### src/rtl/two_port_ram.sv
// Two-port synchronous RAM, write-first on both ports, port A wins on a same-address
// write collision; the collision is reported one cycle later.
module two_port_ram #(
  parameter int DATA_W = 4,
  parameter int ADDR_W = 2
) (
  input  logic              clk,
  input  logic              rst_n,
  input  logic              wea,
  input  logic [ADDR_W-1:0] addra,
  input  logic [DATA_W-1:0] dina,
  output logic [DATA_W-1:0] douta,
  input  logic              web,
  input  logic [ADDR_W-1:0] addrb,
  input  logic [DATA_W-1:0] dinb,
  output logic [DATA_W-1:0] doutb,
  output logic              collision
);

  localparam int DEPTH = 2 ** ADDR_W;

  logic [DATA_W-1:0] mem_r [DEPTH];
  logic [DATA_W-1:0] douta_r;
  logic [DATA_W-1:0] doutb_r;
  logic              collision_r;

  logic              same_addr_s;
  logic              collide_s;
  logic              web_eff_s;
  logic [DATA_W-1:0] douta_next_s;
  logic [DATA_W-1:0] doutb_next_s;

  // Collision detection and write-first read data for both ports.
  always_comb begin
    same_addr_s  = (addra == addrb);
    collide_s    = wea & web & same_addr_s;
    web_eff_s    = web & ~collide_s;
    douta_next_s = mem_r[addra];
    doutb_next_s = mem_r[addrb];
    if (wea) begin
      douta_next_s = dina;
    end else if (web && same_addr_s) begin
      douta_next_s = dinb;
    end else begin
      douta_next_s = mem_r[addra];
    end
    // Port A's write data takes precedence for the port B reader as well.
    if (wea && same_addr_s) begin
      doutb_next_s = dina;
    end else if (web) begin
      doutb_next_s = dinb;
    end else begin
      doutb_next_s = mem_r[addrb];
    end
  end

  // Storage array: synchronous clear, then independent writes from each port.
  always_ff @(posedge clk) begin
    if (!rst_n) begin
      for (int i = 0; i < DEPTH; i++) begin
        mem_r[i] <= {DATA_W{1'b0}};
      end
    end else begin
      if (web_eff_s) begin
        mem_r[addrb] <= dinb;
      end
      if (wea) begin
        mem_r[addra] <= dina;
      end
    end
  end

  // Registered read data and collision flag.
  always_ff @(posedge clk) begin
    if (!rst_n) begin
      douta_r     <= {DATA_W{1'b0}};
      doutb_r     <= {DATA_W{1'b0}};
      collision_r <= 1'b0;
    end else begin
      douta_r     <= douta_next_s;
      doutb_r     <= doutb_next_s;
      collision_r <= collide_s;
    end
  end

  assign douta     = douta_r;
  assign doutb     = doutb_r;
  assign collision = collision_r;

endmodule

### config.mk
export PLATFORM = sky130hd
export DESIGN_NAME = two_port_ram
export DESIGN_NICKNAME = d
export VERILOG_FILES = /design/src/rtl/two_port_ram.sv
export SDC_FILE = /design/constraint.sdc
export NUM_CORES = 1
export LEC_CHECK = 0
export BUFFER_PORTS_ARGS = -buffer_cell sky130_fd_sc_hd__buf_2
export CAP_MARGIN = 20
export CORE_MARGIN = 4
export CORE_UTILIZATION = 55
export CTS_BUF_LIST = sky130_fd_sc_hd__clkbuf_8 sky130_fd_sc_hd__clkbuf_16
export DETAILED_ROUTE_END_ITERATION = 10
export MAX_ROUTING_LAYER = met4
export PLACE_DENSITY = 0.78
export SETUP_SLACK_MARGIN = 0.2
export SYNTH_ARGS = -nofsm -noshare
export SYNTH_HDL_FRONTEND = slang
export SYNTH_SLANG_ARGS = --single-unit
### constraint.sdc
create_clock -name clk -period 2.7 [get_ports clk]
set_input_delay 0.54 -clock clk [delete_from_list [all_inputs] [get_ports clk]]
set_output_delay 0.54 -clock clk [all_outputs]
set_load 0.02 [all_outputs]
== Word-level counts from Yosys, hierarchy flattened ==
Memories as Yosys holds them, arrays and structs flattened.
Cells that the tools add are included.
W data, S select, Z words.

* Equality and inequality tests: 1
* Mux-type cells: 17
* Bitwise logic cells: 4
* Reduce and logical (&&, ||, !) cells: 4

{| class="wikitable"
|+ Operators with widths
! kind !! count
|-
| $mux W4 || 6
|-
| $mux W1 || 9
|-
| $reduce_or A4 Y1 || 2
|-
| $mux W2 || 2
|-
| $and A1 B1 Y1 || 3
|-
| $eq A2 B2 Y1 || 1
|-
| $logic_and A1 B1 Y1 || 2
|-
| $not A1 Y1 || 1
|}

* Register bits: 9
* Memory bits (writable): 16
* Input bits: 16
* Output and inout bits: 9
* Word-level logic and storage cells: 30
* Memories kept: 1

{| class="wikitable"
|+ Memories
! name !! words !! width !! rd ports !! clocked after Yosys merged registers in !! write ports !! line !! source
|-
| mem_r || 4 || 4 || 2 || 0 || 4 || 22 || <nowiki>logic [DATA_W-1:0] mem_r [DEPTH];</nowiki>
|}

== Longest topological paths before layout ==
Gate-level depths: netlist of the first run.

* Word-level depth: 9
* Depth in mapped cells: 5
* Mapped depth without buffers: 3

== Worst setup path before layout of the first run ==
No wires, ideal clock.

* Path kind: input port to flip-flop
* Start: input addra[0]
* End: memory mem_r[0][0], enable pin
* Library setup time: 0.313 ns
* Arrival: 1.428 ns
* Required time: 2.387 ns
* Path slack: 0.959 ns
* Cell stages on the path: 5
* Buffers on the path: 2
* Cells stage by stage: buf_6 > buf_6 > nor3b_1 > or4_4 > nand3b_1

{| class="wikitable"
|+ RTL lines
! item !! line !! source
|-
| from (decl) || 10 || <nowiki>input logic [ADDR_W-1:0] addra,</nowiki>
|-
| to (decl) || 22 ||
|}

==> flow_metrics.tcl, run 1 <==
set metrics [dict create \
    crit_buf_inv 2 \
    gr-usage-met2_pct 38.0 \
    clock_skew_ns 0.000984 \
    synthSimpleGateAreaFrac_pct 19.0 \
    worst_pin_slew_ns 0.467 \
    mostFrequentLayoutCell "nand2_1" \
    synth_cell_type_count 29 \
    synth_compound_area_share_pct 16.1 \
    setup_slack_ns 0.992 \
    hold_path.class "in -> reg" \
    synth_nets 157 \
    post_cts_buffers 0 \
    end_kind "flip-flop" \
    cts_resized 0 \
    clk_latency_ns 0.27 \
    arrival_ns 1.68 \
    crit_fanout 13 \
    drv_cap 0 \
    h-tree-depth 1 \
    cts_tree "yes" \
    leakage_nw 0.602 \
    clkTransAtPathRegs_ns 0.09 \
    io_pins 25 \
    overflow 0 \
    setup_violations 0 \
    dieArea_mm2 0.00363 \
    routed_wl_mm 3.70 \
    numPortBuffers 24 \
    syn_area_mm2 0.00150 \
    layout.cells.non_filler 189 \
    grt_pass1_vias 1169 \
    met3_usage_pct 4.32 \
    synth_top_family_by_area "simple AND/OR/NAND/NOR gates" \
    gp_congestion 0.922 \
    cts_hold_buffers 0 \
    drv_slew 0 \
    final_cell_mix "34 x nand2_1, 24 x buf_2, 16 x o21ai_0, 16 x edfxtp_1, 9 x dfxtp_1" \
    drt-initial-drc-count 92 \
    hold_slack_ns 0.593 \
    placed_area_mm2 0.00159 \
    syn_to_final_growth_pct 8.82 \
    grt_start_max_net_pins 24 \
    synth_seq_cells 25 \
    clkSinkCount 25 \
    start_util_pct 59.1 \
    hpwlAfterDp_mm 2.81 \
    drt-pass1-iter-count 5 \
    drt_drc_violations_left 0 \
    crit_type "in -> reg" \
    final_area_mm2 0.00164 \
    via_per_inst 6.60 \
    status "finished clean" \
    grt_pass1_wl_mm 5.69 \
    yosys_warnings 0 \
    setup_tns_ns 0 \
    core_mm2 0.00254 \
    yosys-mux-area-fraction_pct 12.0 \
    critPathTopFamily "simple AND/OR/NAND/NOR gates" \
    drt-wirelength-per-cell_um 19.6 \
    grt_most_used_layer "met2" \
    cp_slowest_stage_delay_ns 0.59 \
    finalCritPeriodShare_pct 63.2 \
    track_usage_pct 22.6 \
    ys_seq_area_share_pct 43.9 \
    fin_util_pct 64.3 \
    crit_required_ns 2.67 \
    place_ws_ns 0.715 \
    final_nets 176 \
    p_per_area_mw_per_mm2 532 \
    worst_setup_path_start_kind "input pin" \
    clockBufferDepth 2 \
    cp_slowest_cell "or4_4" \
    drive_gt1_share_pct 27.0 \
    diodes 0 \
    finalHoldViolations 0 \
    syn-instance-count 141 \
    yosys.area_share.xor_xnor_pct 3.83 \
    synth_fa_ha_area_share_pct 0 \
    rsz0062_at_grt "no" \
    die_w_um 60.3 \
    reg2reg_setup_slack_ns 1.46 \
    worstPathCellList "buf_2, inv_2, or4_4, nand3b_1" \
    fp.dieH_um 60.3 \
    avgSynthCellArea_um2 10.7 \
    row_count 18 \
    p_total_uw 870 \
    relSlewSlack_pct 68.8 \
    placed_cells 185 \
    cts_buffers 3 \
    grt_util_met1_pct 26.3 \
    ctsRootBufferMaster "clkbuf_8" \
    fmax_ghz 0.586 \
    max-vdd-ir-drop_mv 0.407 \
    ant_nets 0 \
    vias 1248 \
    period_needed_ns 1.71 \
    antenna_found_initial 0 \
]
[synthesized netlist by cell type]
cell | instances | area share [%]
inv_1 | 1 | 0.25
xnor2_2 | 1 | 1.1
buf_2 | 3 | 1.0
nand3b_1 | 5 | 2.5
a31oi_1 | 8 | 3.3
nor3b_1 | 1 | 0.50
o311ai_2 | 1 | 1.1
and4_1 | 1 | 0.58
nand3_1 | 1 | 0.33
o31ai_1 | 4 | 2.0
xnor2_1 | 1 | 0.58
nor4_1 | 1 | 0.42
nand4b_1 | 2 | 1.2
and4b_1 | 2 | 1.3
o41ai_1 | 4 | 2.3
and4bb_2 | 1 | 0.83
or4_4 | 1 | 0.75
o21ai_0 | 16 | 5.3
edfxtp_1 | 16 | 32
xor2_2 | 2 | 2.2
nand2_1 | 34 | 8.5
dfxtp_1 | 9 | 12
mux4_2 | 8 | 12
nand4_1 | 5 | 2.1
o21ai_1 | 4 | 1.3
buf_6 | 4 | 3.0
a41o_1 | 1 | 0.67
inv_2 | 1 | 0.25
clkbuf_1 | 3 | 0.75
[worst min-delay path: stages]
cell and delay, ns:
buf_2 0.13, nand2_1 0.07, a31oi_1 0.08
[final timing paths]
check / startpoint / endpoint / depth (start not counted)
worst max-delay path: web / mem_r[0][0] / 4
worst min-delay path: dinb[0] / doutb[0] / 3
worst max register to register: mem_r[0][0] / douta[0] / 3
worst min register to register: mem_r[2][0] / doutb[0] / 3
[area by class of cell]
type                            count  area [µm²]
Clock inverter                      1        5.00
Timing Repair Buffer               24         120
Multi-Input combinational cell    104         764
Fill cell                         213         908
Tap cell                           30        37.5
Inverter                            2        7.51
Clock buffer                        3        41.3
Sequential cell                    25         661
[per-layer routing]
layer / wire length (µm) / vias up
met5: 0 / -
met4: 119 / 0
met3: 339 / 15
met2: 1860 / 70
met1: 1380 / 578
li1: - / 585
[cell families (layout without fill, tap and decap cells)]
kind of cell	count (synthesis)	after routing
buf+inv	12	30
xor+xnor	4	4
flops	25	25
simple gates	54	54
mux	8	8
compound gates	38	38
[state kept, by name, indices dropped and copies added, names as in the netlist]
| signal | cells |
|---|---|
| mem_r | 16 |
| collision | 1 |
| doutb | 4 |
| douta | 4 |
[where the power goes]
| group | switching [mW] | internal, mW | total, mW |
|---|---|---|---|
| sequential | 0.0167 | 0.444 | 0.461 |
| combinational | 0.111 | 0.0709 | 0.182 |
| clock | 0.124 | 0.103 | 0.227 |
(Power assumes the default switching activity.)
==> run 2, diff against run 1 <==
--- a/config.mk
+++ b/config.mk
@@ -5,6 +5,7 @@
 export SDC_FILE = /design/constraint.sdc
 export NUM_CORES = 1
 export LEC_CHECK = 0
+export ABC_AREA = 1
 export BUFFER_PORTS_ARGS = -buffer_cell sky130_fd_sc_hd__buf_2
 export CAP_MARGIN = 20
 export CORE_MARGIN = 4
==> constraint.sdc (replaced) <==
create_clock -name clk -period 1.6 [get_ports clk]
set_input_delay 0.32 -clock clk [delete_from_list [all_inputs] [get_ports clk]]
set_output_delay 0.32 -clock clk [all_outputs]
set_load 0.02 [all_outputs]
==> run 2 against run 1 <==
  * Combinational power rose by 82%
  * Clock power rose by 61%
  * Non-clock buffer count rose by 8
  * Sequential power rose by 65%
  * Critical path depth rose by 1
  * Count of clock-buffer cells in the layout did not move
  * Largest power group unchanged
==> flow_metrics.tcl, run 2 <==
set metrics [dict create \
    status "finished clean" \
    ys_seq_area_share_pct 43.5 \
    max-vdd-ir-drop_mv 0.550 \
    vias 1495 \
    finalCritPeriodShare_pct 82.2 \
    hold_path.class "in -> reg" \
    drt-initial-drc-count 99 \
    final_nets 250 \
    die_w_um 60.6 \
    hpwlAfterDp_mm 3.27 \
    cts_tree "yes" \
    synth_nets 215 \
    worst_setup_path_start_kind "input pin" \
    clkSinkCount 25 \
    h-tree-depth 1 \
    synthArstFlopShare_pct 0 \
    synth_seq_cells 25 \
    core_mm2 0.00254 \
    worst_pin_slew_ns 0.430 \
    drv_slew 0 \
    cp_slowest_cell "o211ai_1" \
    largest_reg_flops 16 \
    via_per_inst 5.68 \
    rsz0062_at_grt "yes" \
    nFillCells 223 \
    drive_gt1_share_pct 22.3 \
    row_count 18 \
    yosysTopAreaCellShare_pct 31.6 \
    clk_latency_ns 0.27 \
    start_util_pct 59.7 \
    syn_to_final_growth_pct 17.2 \
    antenna_found_initial 0 \
    ant_nets 0 \
    syn_area_mm2 0.00152 \
    numPortBuffers 24 \
    setup_violations 0 \
    cts_resized 0 \
    grt_start_max_net_pins 15 \
    avgSynthCellArea_um2 7.64 \
    clockBufferDepth 2 \
    layout.cells.non_filler 263 \
    drv_cap 0 \
    post_cts_buffers 0 \
    drt-pass1-iter-count 6 \
    yosysTopAreaCell "edfxtp_1" \
    worstPathCellList "buf_2, nand2_1, nor2_1, inv_1, o211ai_1" \
    track_usage_pct 24.9 \
    ys.flop_type "edfxtp_1" \
    cts_buffers 3 \
    arrival_ns 1.24 \
    crit_fanout 9 \
    fmax_ghz 0.760 \
    synth_edf_count 16 \
    final_cell_mix "55 x nand2_1, 30 x inv_1, 24 x buf_2" \
    cts_hold_buffers 0 \
    synth.most_common_cell "nand2_1" \
    gp_congestion 0.925 \
    relSlewSlack_pct 71.2 \
    end_kind "flip-flop" \
    fp.dieH_um 60.6 \
    cp_slowest_stage_delay_ns 0.25 \
    synth_cell_type_count 21 \
    dieArea_mm2 0.00367 \
    crit_type "in -> reg" \
    crit_buf_inv 2 \
    diodes 0 \
    synth_common_cells "57 x nand2_1, 30 x inv_1, 18 x nand3_1, 17 x o21ai_0, 16 x edfxtp_1" \
    leakage_nw 0.858 \
    placed_cells 259 \
    hold_slack_ns 0.325 \
    drt_drc_violations_left 0 \
    regMostFlops "mem_r" \
    mostFrequentLayoutCell "nand2_1" \
    ctsRootBufferMaster "clkbuf_8" \
    routed_wl_mm 3.99 \
    io_pins 25 \
    clkTransAtPathRegs_ns 0.09 \
    grt_pass1_vias 1480 \
    clock_skew_ns 0.00370 \
    critPathTopFamily "buffers and inverters" \
    grt_pass1_wl_mm 6.58 \
    yosys_warnings 0 \
    crit_required_ns 1.53 \
    period_needed_ns 1.32 \
    finalHoldViolations 0 \
    drt-wirelength-per-cell_um 15.2 \
    synth_area_leaders "edfxtp_1 32%, nand2_1 14%, dfxtp_1 12%, inv_1 7.4%, nand3_1 5.9%" \
    overflow 0 \
    syn-instance-count 199 \
    p_per_area_mw_per_mm2 819 \
]
-- run 2: cell count changes after synthesis, moves of 5 or more --
cell and change:
o211ai_1 +6, nand2_1 +23, nand4_1 -5, mux4_2 -8, nor2_1 +15, nand3_1 +17, a31oi_1 -8, inv_1 +29
a21oi_1 +6, nand3b_1 -5
-- run 2: power breakdown --
group | leakage (nW) | internal [mW] | switching [mW]
logic | 0.600 | 0.108 | 0.223
registers | 0.233 | 0.745 | 0.0170
clock network | 0.0255 | 0.174 | 0.192
-- run 2: per-layer routing --
layer	track usage, %	wire (µm)	vias to the layer above
li1	-	-	722
met1	32.3	1710	654
met2	37.9	1760	104
met3	4.89	422	15
met4	10.8	106	0
met5	-	0	-
-- run 2: cell type report --
cell class | count | area [µm²] | area share, %
Clock buffer | 3 | 41.3 | 2.32
Clock inverter | 1 | 5.00 | 0.281
Timing Repair Buffer | 32 | 180 | 10.1
Multi-Input combinational cell | 140 | 737 | 41.4
Sequential cell | 25 | 661 | 37.1
Tap cell | 30 | 37.5 | 2.11
Inverter | 32 | 120 | 6.74
-- run 2: worst paths after layout --
| kind | endpoint | cells past startpoint | slack, ns | from |
|---|---|---|---|---|
| worst min register to register | doutb[0] | 4 | 0.77 | mem_r[2][0] |
| worst max register to register | douta[1] | 6 | 0.48 | mem_r[2][1] |
| worst min-delay path | douta[3] | 3 | 0.33 | dina[3] |
| worst max-delay path | mem_r[3][3] | 5 | 0.28 | addra[1] |
-- run 2: logic make-up (layout without fill, tap and decap cells) --
| group | Yosys count | in the layout | share of synthesized area (%) |
|---|---|---|---|
| compound gates | 38 | 38 | 14.3 |
| xor+xnor | 1 | 1 | 1.07 |
| flops | 25 | 25 | 43.5 |
| buf+inv | 34 | 68 | 9.14 |
| simple gates | 101 | 101 | 32.0 |
-- run 2: metrics by stage --
| step | area (µm²) | utilization (%) | worst slack (ns) | TNS (ns) | total power [mW] |
|---|---|---|---|---|---|
| 5_1_grt | 1780 | 70.0 | 0.185 | 0 | 1.53 |
| 3_3_place_gp | 1740 | 68.2 | 0.0874 | 0 | 1.09 |
| 6_report | 1780 | 70.0 | 0.285 | 0 | 1.46 |
| 3_5_place_dp | 1740 | 68.2 | -0.00183 | -0.00725 | 1.10 |
| 4_1_cts | 1780 | 70.0 | 0.279 | 0 | 1.45 |
| 2_1_floorplan | 1550 | - | 0.195 | 0 | 0.982 |
-- run 2: tightest hold or removal path, stage by stage --
cell and delay, ns:
buf_2 0.13, nand2_1 0.06, nand2_1 0.06
==> run 3, diff against run 2 <==
--- a/config.mk
+++ b/config.mk
@@ -5,15 +5,15 @@
 export SDC_FILE = /design/constraint.sdc
 export NUM_CORES = 1
 export LEC_CHECK = 0
-export ABC_AREA = 1
+export ABC_AREA = 0
 export BUFFER_PORTS_ARGS = -buffer_cell sky130_fd_sc_hd__buf_2
 export CAP_MARGIN = 20
 export CORE_MARGIN = 4
-export CORE_UTILIZATION = 55
+export CORE_UTILIZATION = 50
 export CTS_BUF_LIST = sky130_fd_sc_hd__clkbuf_8 sky130_fd_sc_hd__clkbuf_16
 export DETAILED_ROUTE_END_ITERATION = 10
 export MAX_ROUTING_LAYER = met4
-export PLACE_DENSITY = 0.78
+export PLACE_DENSITY = 0.75
 export SETUP_SLACK_MARGIN = 0.2
 export SYNTH_ARGS = -nofsm -noshare
 export SYNTH_HDL_FRONTEND = slang
==> constraint.sdc (replaced) <==
create_clock -name clk -period 1.2 [get_ports clk]
set_input_delay 0.24 -clock clk [delete_from_list [all_inputs] [get_ports clk]]
set_output_delay 0.24 -clock clk [all_outputs]
set_load 0.02 [all_outputs]
==> run 3 against run 2 <==
  * The run now ends with negative setup slack left
  * Final cell count shrank 14%
  * Global-route usage shrank 1.0 points
  * Non-clock buffer count grew 27
  * Via count shrank 1.9%
  * Die area grew 7.6%
  * Combinational power grew 92%
  * Sequential power grew 36%
  * Utilization grew 7.3 points
  * Critical path type is now reg -> reg
  * Largest power group unchanged
  * First-iteration DRC count grew 46%
  * Setup slack lost 0.31 ns
  * Clock skew shrank 0.00075 ns
==> flow_metrics.tcl, run 3 (synthesis results as in run 1) <==
set metrics [dict create \
    status "finished with violations" \
    violations "negative setup slack" \
    cts_tree "yes" \
    end_kind "flip-flop" \
    clkTransAtPathRegs_ns 0.10 \
    placed_area_mm2 0.00185 \
    fmax_ghz 0.819 \
    period_needed_ns 1.22 \
    via_per_inst 6.52 \
    drv_cap 0 \
    io_pins 25 \
    combPwrFrac_pct 28.8 \
    setup_slack_ns -0.0210 \
    clkSinkCount 25 \
    cts_buffers 3 \
    row_count 19 \
    cts_hold_buffers 0 \
    reg2reg_setup_slack_ns -0.02 \
    final_cell_mix "33 x nand2_1, 25 x buf_4, 21 x buf_6" \
    diodes 0 \
    final_nets 211 \
    gp_congestion 0.890 \
    relSlewSlack_pct 78.8 \
    cp_slowest_cell "mux4_2" \
    grt_pass1_wl_mm 7.02 \
    clockPowerShare_pct 24.1 \
    track_usage_pct 23.9 \
    arrival_ns 1.39 \
    syn_to_final_growth_pct 44.2 \
    dieArea_mm2 0.00395 \
    core_mm2 0.00281 \
    drt-wirelength-per-cell_um 19.6 \
    hpwlAfterDp_mm 3.00 \
    fin_util_pct 77.3 \
    worst_pin_slew_ns 0.314 \
    crit_fanout 2 \
    h-tree-depth 1 \
    grt_start_max_net_pins 16 \
    largest_reg_flops 16 \
    ant_nets 0 \
    setup_violations 2 \
    clk_latency_ns 0.28 \
    grt_pass1_vias 1376 \
    drt_drc_violations_left 0 \
    worst_setup_path_start_kind "flip-flop" \
    final_area_mm2 0.00217 \
    internal_power_mw 1.56 \
    routed_wl_mm 4.40 \
    ctsRootBufferMaster "clkbuf_8" \
    p_per_area_mw_per_mm2 1020 \
    finalCritPeriodShare_pct 102 \
    power.switching_uw 647 \
    start_util_pct 53.6 \
    vias 1467 \
    overflow 0 \
    drt-initial-drc-count 145 \
    hold_path.class "in -> reg" \
    clock_skew_ns 0.00295 \
    nFillCells 170 \
    hold_slack_ns 0.275 \
    leakage_nw 0.843 \
    drive_gt1_share_pct 52.1 \
    crit_type "reg -> reg" \
    numPortBuffers 24 \
    setup_tns_ns -0.0330 \
    finalHoldViolations 0 \
    worstPathCellList "mux4_2, o31ai_2, a31oi_1" \
    regMostFlops "mem_r" \
    drv_slew 0 \
    clockBufferDepth 2 \
    max-vdd-ir-drop_mv 0.591 \
    p_sw_share_pct 29.3 \
    die_w_um 62.8 \
    drt-pass1-iter-count 4 \
    place_ws_ns -0.262 \
    antenna_found_initial 0 \
    crit_required_ns 1.37 \
    rsz0062_at_grt "yes" \
    mostFrequentLayoutCell "nand2_1" \
    seq_power_share_pct 47.2 \
    cp_slowest_stage_delay_ns 0.49 \
    fp.dieH_um 62.8 \
]
run 3: cell type report:
type	count	area, µm²	area share (%)
Sequential cell	25	668	30.8
Tap cell	31	38.8	1.79
Inverter	2	10.0	0.462
Clock buffer	3	41.3	1.90
Multi-Input combinational cell	104	863	39.8
Clock inverter	1	7.51	0.346
Timing Repair Buffer	59	539	24.9
run 3: path summary, 6_finish.rpt:
check | end | cells after the start | startpoint
setup / recovery | douta[1] | 3 | mem_r[1][1]
hold / removal | doutb[3] | 3 | dinb[3]
setup reg to reg | douta[1] | 3 | mem_r[1][1]
hold reg to reg | doutb[2] | 3 | mem_r[0][2]
run 3: repair_timing:
item	in CTS	in global routing
buffers inserted	4	0
pin swaps	24	8
resized for setup	37	35
endpoints found under the setup margin	40	42
gates cloned	1	0
run 3: critical path: cells and delay by family (launching register included):
kind | cells | cell delay [ns]
flops | 1 | 0.44
compound gates | 2 | 0.17
mux | 1 | 0.49
run 3: layer usage:
metal / part of all wire, % / global-route usage, %
met1: 38 / 29.6
met2: 50 / 39.4
met3: 9.6 / 3.96
met4: 1.5 / 8.54
met5: 0 / -
run 3: per-stage QoR:
stage	power [mW]	std cells
after CTS	2.13	225
after floorplan	1.36	141
after global routing	2.31	225
after detailed placement	1.55	216
final	2.21	225
after global placement	1.53	216
run 3: power groups by stage:
stage / Combinational [mW] / Clock [mW] / Sequential, mW
floorplan: 0.285 / 0 / 1.07
global placement: 0.487 / 0 / 1.05
detailed placement: 0.499 / 0 / 1.05
CTS: 0.570 / 0.526 / 1.03
global route: 0.673 / 0.591 / 1.05
finish: 0.635 / 0.532 / 1.04
